File: src/rtl/multicycle_ctrl_pkg.sv
// Shared definitions for the multi-cycle RV32I main control FSM: opcode and
// funct3 constants, state encodings, ALU mux/op codes and the Moore output
// bundle together with its per-state decode.
package multicycle_ctrl_pkg;

  // Opcodes (IR[6:0]) of the supported instruction subset
  localparam logic [6:0] OP_LOAD   = 7'b0000011;
  localparam logic [6:0] OP_STORE  = 7'b0100011;
  localparam logic [6:0] OP_RTYPE  = 7'b0110011;
  localparam logic [6:0] OP_BRANCH = 7'b1100011;

  // funct3 (IR[14:12]) values accepted for memory ops and branches
  localparam logic [2:0] F3_LW_SW = 3'b010;
  localparam logic [2:0] F3_BEQ   = 3'b000;

  // ALU operand A select
  localparam logic [1:0] ALU_SRC_A_PC     = 2'b00;
  localparam logic [1:0] ALU_SRC_A_OLD_PC = 2'b01;
  localparam logic [1:0] ALU_SRC_A_RS1    = 2'b10;

  // ALU operand B select
  localparam logic [1:0] ALU_SRC_B_RS2  = 2'b00;
  localparam logic [1:0] ALU_SRC_B_FOUR = 2'b01;
  localparam logic [1:0] ALU_SRC_B_IMM  = 2'b10;

  // ALU operation
  localparam logic [1:0] ALU_OP_ADD   = 2'b00;
  localparam logic [1:0] ALU_OP_SUB   = 2'b01;
  localparam logic [1:0] ALU_OP_FUNCT = 2'b10;

  // 4-bit state encoding; codes 11..15 are unused and recover to ST_FAULT
  typedef enum logic [3:0] {
    ST_START    = 4'd0,
    ST_FETCH    = 4'd1,
    ST_DECODE   = 4'd2,
    ST_MEM_ADDR = 4'd3,
    ST_MEM_RD   = 4'd4,
    ST_MEM_WB   = 4'd5,
    ST_MEM_WR   = 4'd6,
    ST_EXEC_R   = 4'd7,
    ST_R_WB     = 4'd8,
    ST_BRANCH   = 4'd9,
    ST_FAULT    = 4'd10
  } state_e;

  // Outputs that depend on the state alone
  typedef struct packed {
    logic       mem_req;
    logic       mem_we;
    logic       iord;
    logic       pc_source;
    logic [1:0] alu_src_a;
    logic [1:0] alu_src_b;
    logic [1:0] alu_op;
    logic       reg_write;
    logic       mem_to_reg;
    logic       pc_write_cond;
    logic       retire;
    logic       fault;
  } moore_out_t;

  // Per-state Moore output table; anything not listed stays 0
  function automatic moore_out_t moore_decode(input state_e s);
    moore_out_t o;
    o = '0;
    case (s)
      ST_FETCH: begin
        o.mem_req   = 1'b1;
        o.alu_src_a = ALU_SRC_A_PC;
        o.alu_src_b = ALU_SRC_B_FOUR;
        o.alu_op    = ALU_OP_ADD;
      end
      ST_DECODE: begin
        // ALUOut captures the branch target old_pc + imm
        o.alu_src_a = ALU_SRC_A_OLD_PC;
        o.alu_src_b = ALU_SRC_B_IMM;
        o.alu_op    = ALU_OP_ADD;
      end
      ST_MEM_ADDR: begin
        o.alu_src_a = ALU_SRC_A_RS1;
        o.alu_src_b = ALU_SRC_B_IMM;
        o.alu_op    = ALU_OP_ADD;
      end
      ST_MEM_RD: begin
        o.mem_req = 1'b1;
        o.iord    = 1'b1;
      end
      ST_MEM_WB: begin
        o.reg_write  = 1'b1;
        o.mem_to_reg = 1'b1;
        o.retire     = 1'b1;
      end
      ST_MEM_WR: begin
        o.mem_req = 1'b1;
        o.mem_we  = 1'b1;
        o.iord    = 1'b1;
      end
      ST_EXEC_R: begin
        o.alu_src_a = ALU_SRC_A_RS1;
        o.alu_src_b = ALU_SRC_B_RS2;
        o.alu_op    = ALU_OP_FUNCT;
      end
      ST_R_WB: begin
        o.reg_write = 1'b1;
        o.retire    = 1'b1;
      end
      ST_BRANCH: begin
        o.alu_src_a     = ALU_SRC_A_RS1;
        o.alu_src_b     = ALU_SRC_B_RS2;
        o.alu_op        = ALU_OP_SUB;
        o.pc_source     = 1'b1;
        o.pc_write_cond = 1'b1;
        o.retire        = 1'b1;
      end
      ST_FAULT: begin
        o.fault = 1'b1;
      end
      default: o = '0;
    endcase
    return o;
  endfunction

endpackage

File: src/rtl/multicycle_ctrl_mem_wait_timer.sv
// Counts memory wait cycles for the current access and flags the cycle in
// which the wait would reach TIMEOUT. TIMEOUT = 0 disables the limit.
module mem_wait_timer #(
  parameter int unsigned TIMEOUT = 16
) (
  input  logic clk,
  input  logic rst,
  input  logic clear,
  input  logic enable,
  output logic expired
);

  localparam int unsigned CW = (TIMEOUT < 2) ? 1 : $clog2(TIMEOUT + 1);
  // Value of the count during the wait cycle that brings it to TIMEOUT
  localparam logic [CW-1:0] LIMIT = CW'((TIMEOUT == 0) ? 0 : TIMEOUT - 1);

  logic [CW-1:0] count_q;

  // Wait-cycle counter: clear has priority, saturates instead of wrapping
  always_ff @(posedge clk) begin
    // NOTE: clocked state uses non-blocking assignments so every flop samples
    // the pre-edge values regardless of statement order.
    if (rst || clear) begin
      count_q <= '0;
    end else if (enable && (count_q != '1)) begin
      count_q <= count_q + CW'(1);
    end
  end

  assign expired = (TIMEOUT != 0) && enable && (count_q == LIMIT);

endmodule

File: src/rtl/multicycle_ctrl.sv
// Main control FSM of the multi-cycle RV32I core (lw, sw, beq, R-type).
// Sequences the shared memory, IR, PC, ALU and register file, with a memory
// wait-state handshake, wait timeout, illegal-op trap and retire counter.
module multicycle_ctrl
  import multicycle_ctrl_pkg::*;
#(
  parameter int unsigned TIMEOUT = 16,
  parameter int unsigned CNT_W   = 32
) (
  input  logic             clk,
  input  logic             rst,
  input  logic [6:0]       opcode,
  input  logic [2:0]       funct3,
  input  logic             zero,
  input  logic             mem_ready,
  output logic             mem_req,
  output logic             mem_we,
  output logic             iord,
  output logic             ir_write,
  output logic             pc_en,
  output logic             pc_source,
  output logic [1:0]       alu_src_a,
  output logic [1:0]       alu_src_b,
  output logic [1:0]       alu_op,
  output logic             reg_write,
  output logic             mem_to_reg,
  output logic             retire,
  output logic [CNT_W-1:0] retire_cnt,
  output logic             fault
);

  state_e           state_q, state_d;
  moore_out_t       out_q;
  logic             timer_clear;
  logic             timer_en;
  logic             timeout_hit;
  logic             pc_write;
  logic [CNT_W-1:0] retire_cnt_q;

  // Next-state decode; mem_ready wins over a timeout in the same cycle
  always_comb begin
    // NOTE: default first so every path assigns state_d and no latch appears.
    state_d = state_q;
    case (state_q)
      ST_START: state_d = ST_FETCH;
      ST_FETCH: begin
        if (mem_ready)        state_d = ST_DECODE;
        else if (timeout_hit) state_d = ST_FAULT;
      end
      ST_DECODE: begin
        if (((opcode == OP_LOAD) || (opcode == OP_STORE)) && (funct3 == F3_LW_SW))
          state_d = ST_MEM_ADDR;
        else if (opcode == OP_RTYPE)
          state_d = ST_EXEC_R;
        else if ((opcode == OP_BRANCH) && (funct3 == F3_BEQ))
          state_d = ST_BRANCH;
        else
          state_d = ST_FAULT;
      end
      ST_MEM_ADDR: state_d = (opcode == OP_STORE) ? ST_MEM_WR : ST_MEM_RD;
      ST_MEM_RD: begin
        if (mem_ready)        state_d = ST_MEM_WB;
        else if (timeout_hit) state_d = ST_FAULT;
      end
      ST_MEM_WB: state_d = ST_FETCH;
      ST_MEM_WR: begin
        if (mem_ready)        state_d = ST_FETCH;
        else if (timeout_hit) state_d = ST_FAULT;
      end
      ST_EXEC_R: state_d = ST_R_WB;
      ST_R_WB:   state_d = ST_FETCH;
      ST_BRANCH: state_d = ST_FETCH;
      ST_FAULT:  state_d = ST_FAULT;
      default:   state_d = ST_FAULT;
    endcase
  end

  // State register with Moore outputs registered alongside it
  always_ff @(posedge clk) begin
    if (rst) begin
      state_q <= ST_START;
      out_q   <= '0;
    end else begin
      state_q <= state_d;
      out_q   <= moore_decode(state_d);
    end
  end

  // Timer restarts on entry to each memory-access state and counts stalls
  assign timer_clear = (state_d != state_q) &&
                       (state_d inside {ST_FETCH, ST_MEM_RD, ST_MEM_WR});
  assign timer_en    = out_q.mem_req && !mem_ready;

  mem_wait_timer #(
    .TIMEOUT (TIMEOUT)
  ) u_mem_wait_timer (
    .clk     (clk),
    .rst     (rst),
    .clear   (timer_clear),
    .enable  (timer_en),
    .expired (timeout_hit)
  );

  // Outputs that fire on the mem_ready cycle of an access
  assign pc_write = (state_q == ST_FETCH) && mem_ready;
  assign ir_write = pc_write;
  assign pc_en    = pc_write || (out_q.pc_write_cond && zero);
  assign retire   = out_q.retire || ((state_q == ST_MEM_WR) && mem_ready);

  // Retired-instruction counter; wraps naturally at 2^CNT_W
  always_ff @(posedge clk) begin
    if (rst) begin
      retire_cnt_q <= '0;
    end else if (retire) begin
      retire_cnt_q <= retire_cnt_q + CNT_W'(1);
    end
  end

  assign mem_req    = out_q.mem_req;
  assign mem_we     = out_q.mem_we;
  assign iord       = out_q.iord;
  assign pc_source  = out_q.pc_source;
  assign alu_src_a  = out_q.alu_src_a;
  assign alu_src_b  = out_q.alu_src_b;
  assign alu_op     = out_q.alu_op;
  assign reg_write  = out_q.reg_write;
  assign mem_to_reg = out_q.mem_to_reg;
  assign fault      = out_q.fault;
  assign retire_cnt = retire_cnt_q;

endmodule

File: config.mk
export PLATFORM = sky130hd
export DESIGN_NAME = multicycle_ctrl
export DESIGN_NICKNAME = d
export VERILOG_FILES = /design/src/rtl/multicycle_ctrl_pkg.sv /design/src/rtl/multicycle_ctrl_mem_wait_timer.sv /design/src/rtl/multicycle_ctrl.sv
export SDC_FILE = /design/constraint.sdc
export NUM_CORES = 1
export LEC_CHECK = 0
export BUFFER_PORTS_ARGS = -buffer_cell sky130_fd_sc_hd__buf_2
export CAP_MARGIN = 20
export CORE_AREA = 2 2 93 68
export DETAILED_ROUTE_END_ITERATION = 10
export DIE_AREA = 0 0 95 70
export PLACE_DENSITY = 0.84
export RECOVER_POWER = 25
export SLEW_MARGIN = 0
export SYNTH_ARGS = -nofsm -noshare
export SYNTH_HDL_FRONTEND = slang
export SYNTH_SLANG_ARGS = --single-unit
File: constraint.sdc
create_clock -name clk -period 2.6 [get_ports clk]
set_clock_uncertainty 0.15 [all_clocks]
set_input_delay 0.26 -clock clk [delete_from_list [all_inputs] [get_ports clk]]
set_output_delay 0.26 -clock clk [all_outputs]
set_load 0.05 [all_outputs]
======== Word level (Yosys, flattened, before mapping) ========
Index checks and enable logic that the tools add are counted.
storage, ports and cells
  register bits ........................... 55
  input port bits ......................... 14
  output and inout bits ................... 48
  word-level logic and storage cells ...... 83
cells by class
  add/sub/neg operators ................... 2
  eq/ne operators ......................... 27
  mux-type cells .......................... 18
  reductions and logical operators ........ 22
operators by type and width
  cell                                                  number
  adder 32 x 1 -> 32 bit (second input constant)        1
  equality test 4 x 3 -> 1 bit (second input constant)  8
  one-hot mux 6 bit (5 select lines)                    1
  one-hot mux 4 bit (7 select lines)                    1
  two-way mux 4 bit                                     6
  equality test 4 bit (second input constant)           5
  equality test 4 x 2 -> 1 bit (second input constant)  4
  equality test 7 x 6 -> 1 bit (second input constant)  2
  logical AND 1 bit                                     9
  equality test 4 x 1 -> 1 bit (second input constant)  2
  two-way mux 1 bit                                     8
  equality test 7 x 2 -> 1 bit (second input constant)  1
  equality test 7 bit (second input constant)           1
  OR reduction 3 bit                                    2
  adder 5 x 1 -> 5 bit (second input constant)          1
  equality test 5 x 4 -> 1 bit (second input constant)  1
  != test 5 bit (second input constant)                 1
  zero test 4 bit                                       1
  logical OR 1 bit                                      4
  two-way mux 2 bit                                     2
  != test 4 bit                                         1
  OR reduction 2 bit                                    2
  OR reduction 4 bit                                    1
  equality test 3 x 2 -> 1 bit (second input constant)  1
  other kinds (3)                                       3

======== Depth between registers and ports, before layout ========
  depth after elaboration ................. 10
  depth in mapped cells ................... 9
  gate-level depth less buffers ........... 9

======== By module ========
From an unflattened synthesis, not the netlist that was laid out.
second synthesis, totals
  cell total of the unflattened synthesis .. 337
  area total of the unflattened synthesis .. 2,852.7 um^2
by module, submodules not included
  module           instances  cells each  area each (um^2)  seq. area each (um^2)
  multicycle_ctrl  1          309         2,598.7           1,001.0
  mem_wait_timer   1          28          254.0             100.1

======== Least setup slack after synthesis ========
No wires, ideal clock.
  path kind ............................... register -> register
  start point ............................. reg u_mem_wait_timer.count_q[0]
  end point ............................... reg u_mem_wait_timer.count_q[4]
  library setup time ...................... 0.155 ns
  data arrival time ....................... 2.238 ns
  required time ........................... 2.295 ns
  slack ................................... 0.057 ns
  cell stages (with the launch flop) ...... 10
  path buffers ............................ 0
  period minus slack after synthesis ...... 2.543 ns
  path through ............................ dfxtp_1 > ha_1 > and3_1 > ha_1 > a21o_1 > a221oi_1 > o2111ai_1 > nand3b_1 > a32oi_4 > a2111oi_2
on the way
  cells in the longest elaborated chain, start to end .. 9
  elaborated cells between the ends (all ways) .. 17
  those cells by class .................... add/sub: 1; eq/ne: 6; mux: 5; reduce/logical: 5
ends and longest elaborated chain
  what                                                                                 line                                                                 RTL
  from (decl)                                                                          multicycle_ctrl_mem_wait_timer.sv:17                                 logic [CW-1:0] count_q;
  from (signal assigned)                                                               multicycle_ctrl_mem_wait_timer.sv:26                                 count_q <= count_q + CW'(1);
  equality test 5 x 4 -> 1 bit                                                         multicycle_ctrl_mem_wait_timer.sv:30                                 assign expired = (TIMEOUT != 0) && enable && (count_q == LIMIT);
  logical AND 1 bit                                                                    multicycle_ctrl_mem_wait_timer.sv:30
  two-way mux 4 bit                                                                    multicycle_ctrl.sv:48, multicycle_ctrl.sv:63, multicycle_ctrl.sv:68
  two-way mux 4 bit (on tied branches)                                                 multicycle_ctrl.sv:67, multicycle_ctrl.sv:47, multicycle_ctrl.sv:62
  one-hot mux 4 bit (7 select lines)                                                   multicycle_ctrl.sv:44                                                case (state_q)
  equality test 4 x 1 -> 1 bit / equality test 4 x 3 -> 1 bit (equally long branches)  multicycle_ctrl.sv:91                                                (state_d inside {ST_FETCH, ST_MEM_RD, ST_MEM_WR});
  nonzero test 3 bit                                                                   multicycle_ctrl.sv:91
  logical AND 1 bit                                                                    multicycle_ctrl.sv:90                                                assign timer_clear = (state_d != state_q) &&
  logical OR 1 bit                                                                     multicycle_ctrl_mem_wait_timer.sv:23                                 if (rst || clear) begin
Several ways; a longest one is shown, not always the timed one.
A chain may end at the register's enable or synchronous reset.

======== Worst setup path after layout ========
  start point ............................. reg u_mem_wait_timer.count_q[0]
  end point ............................... reg u_mem_wait_timer.count_q[1]
The elaborated chain is that of the path after synthesis.

==> impl_metrics.ini <==
[outcome]
status = finished clean

[synthesis]
muxShareOfSynthArea = 0.00736
netlist_area_um2 = 2720
ys_seq_area_frac = 0.405
async_flop_share = 0
yosys.area_share.adder = 0.0184
synth_ff_type = dfxtp_1
synthXorXnorAreaFrac = 0.110
synth_compound_area_frac = 0.111
synth_cell_types = 55
synth-simple-area-share = 0.302
syn_inst = 306
synth_edf_count = 0
synthesis.nets = 324
post_synth.cell_area_avg_um2 = 8.89
synth_top_family_by_area = simple AND/OR/NAND/NOR gates
synth-seq-cells = 55
yosys_warnings = 0

[critical_path]
startpoint_type = register
crit_path_max_fanout = 5
crit_slowest_cell = dfxtp_2
path_cells = ha_1 -> and3_1 -> ha_1 -> nor4bb_2 -> o21ai_1 -> o311a_2 -> nand3b_1 -> a32oi_4 -> nor3_1
critPathTopFamily = compound AO/OA/AOI/OAI gates
path_class = reg -> reg
path_common_cell = ha_1
required_ps = 2630
worst_setup_path_end_kind = register
arrival_ps = 2520
critical_path_buf_inv_count = 0
critPathMaxStageDelay_ps = 340

[pwr]
leakage_nw = 1.25
vdd_ir_drop_max_mv = 0.287
p_per_area_nw_per_um2 = 525

[clock_network]
post_cts_resized = 0
post_cts_buffers = 0
cts_root_buffer = clkbuf_8
cts_inserted_buffers = 5
insertion_delay_ps = 300
postCtsHoldBufs = 0
cts_sinks = 55
max-clock-path-buffers = 2
htree_levels = 2
clk_pin_slew_ps = 100
cts_tree = yes

[global_route]
grt-ovfl-total = 0
antenna_found_initial = 0
grt_max_degree = 28
grt_pass1_wl_um = 9650
grt_pass1_vias = 2135
grt_usage = 0.181

[flow_run]
drv_cap = 0

[placed_design]
place_hpwl_um = 4620
gp_congestion = 0.928
dpl.cell_count = 439
dp_slack_ps = 76.4
io_buffers = 61
placed_cell_area_um2 = 3120

[die]
rows = 24
coreArea_um2 = 5920
die_height_um = 70
dieArea_um2 = 6650
io_pins = 62
die_w_um = 95
initial_core_util = 0.460

[sta]
tightest_slew_ps = 611
setup_viol = 0
holdWs_ps = 248
setup_ws_ps = 112
period_minus_slack_ps = 2490
hold_violations = 0
setup_tns_ps = 0
slew_viol_final = 0
period_share = 0.957
timing.fmax_ghz = 0.402
relSlewSlack = 0.594

[drt]
post_drt_wl_per_cell_um = 13.7
vias_per_cell = 5.30
dr.pass1.iters = 4
antenna_left = 0
vias = 2369
route.detailed.drc = 0
drtIter0Drc = 86
wirelength_um = 6130

[final_layout]
layout.nets = 386
largest_reg_flops = 32
nFillCells = 548
diodes = 0
final_cell_area_um2 = 3220
syn_to_final_growth_pct = 18.5
drive_gt1_frac = 0.209
finalNonFillerCells = 447

[hold_path]
hold_class = in -> reg
-- synthesized netlist by cell type, types with 2 or more instances --
cell type  count  area share
inv_1          9       0.012
nand2_1       16       0.022
ha_1           4       0.018
nor2_1        49       0.068
a21oi_1        9       0.017
dfxtp_1       55        0.40
or2_2          2      0.0046
buf_2          2      0.0037
buf_4          6       0.017
nand3b_1       2      0.0055
a21o_1         3      0.0083
and4_1         3      0.0097
nor4_1         5       0.012
and3_1         6       0.014
nand3_1       14       0.026
clkbuf_1      10       0.014
nor4b_1        2      0.0064
nor4bb_1       3       0.011
xor2_1        18       0.058
and2_1         3      0.0069
nor3_1        16       0.029
or3_1          2      0.0046
nand4_1       11       0.025
a2111oi_2      2       0.011
o21ai_0        4      0.0074
nand2b_1       5       0.012
mux2i_1        2      0.0074
xnor2_1       16       0.052
-- metal layers --
layer / GRT usage / wire length, um / vias up
li1: - / - / 1191
met1: 0.251 / 2920 / 1104
met2: 0.281 / 2800 / 64
met3: 0.0442 / 358 / 10
met4: 0.0483 / 57 / 0
met5: 0 / 0 / -
-- final timing paths --
| check | start | endpoint | cells after the start | slack (ps) |
|---|---|---|---|---|
| max | u_mem_wait_timer.count_q[0] | u_mem_wait_timer.count_q[1] | 9 | 110 |
| min | rst | retire_cnt[30] | 2 | 250 |
| max reg2reg | u_mem_wait_timer.count_q[0] | u_mem_wait_timer.count_q[1] | 9 | 110 |
| min reg2reg | retire_cnt[10] | retire_cnt[10] | 2 | 380 |
-- stage by stage --
stage / power (mW) / util
2_1_floorplan: 1.12 / -
3_3_place_gp: 1.19 / 0.527
3_5_place_dp: 1.20 / 0.527
4_1_cts: 1.69 / 0.544
5_1_grt: 1.75 / 0.545
6_report: 1.69 / 0.545
-- cell type report --
cell class / count / area [um2] / area share
Multi-Input combinational cell: 224 / 1530 / 0.473
Sequential cell: 55 / 1100 / 0.342
Timing Repair Buffer: 73 / 364 / 0.113
Clock buffer: 8 / 100 / 0.0311
Tap cell: 78 / 97.6 / 0.0303
Inverter: 9 / 33.8 / 0.0105
-- cell usage in the layout, fill, tap and decap left out, types with 2 or more instances in the layout --
cell       netlist  layout
dfxtp_1         55      54
clkbuf_8         0       7
a21o_1           3       3
xor2_1          18      18
nand4_1         11      11
nand3_1         14      14
nand2b_1         5       5
xnor2_1         16      16
inv_1            9       9
nor4bb_1         3       2
nor3_1          16      16
nor2_1          49      49
o21ai_0          4       3
or2_2            2       2
and4_1           3       3
nor4b_1          2       2
nand3b_1         2       2
buf_4            6      12
ha_1             4       4
or3_1            2       2
nand2_1         16      16
clkbuf_1        10      26
nor4_1           5       5
a21oi_1          9       9
mux2i_1          2       2
and3_1           6       6
a2111oi_2        2       2
and2_1           3       2
buf_2            2      36
-- cells by family (layout without fill, tap and decap cells) --
group | Yosys count | count (layout)
xor gates and xnor gates | 34 | 34
adders and majority gates | 4 | 4
and+or+nand+nor | 150 | 150
buffers and inverters | 27 | 90
DFF | 55 | 55
muxes | 2 | 2
AOI/OAI and AO/OA | 34 | 34
-- where the power goes --
part	total [mW]	internal, mW	leakage (nW)	switching [mW]
Clock	0.501	0.244	0.0515	0.258
Sequential	0.889	0.864	0.445	0.0243
Combinational	0.301	0.110	0.752	0.191
Power figures use the tool's default switching activity.
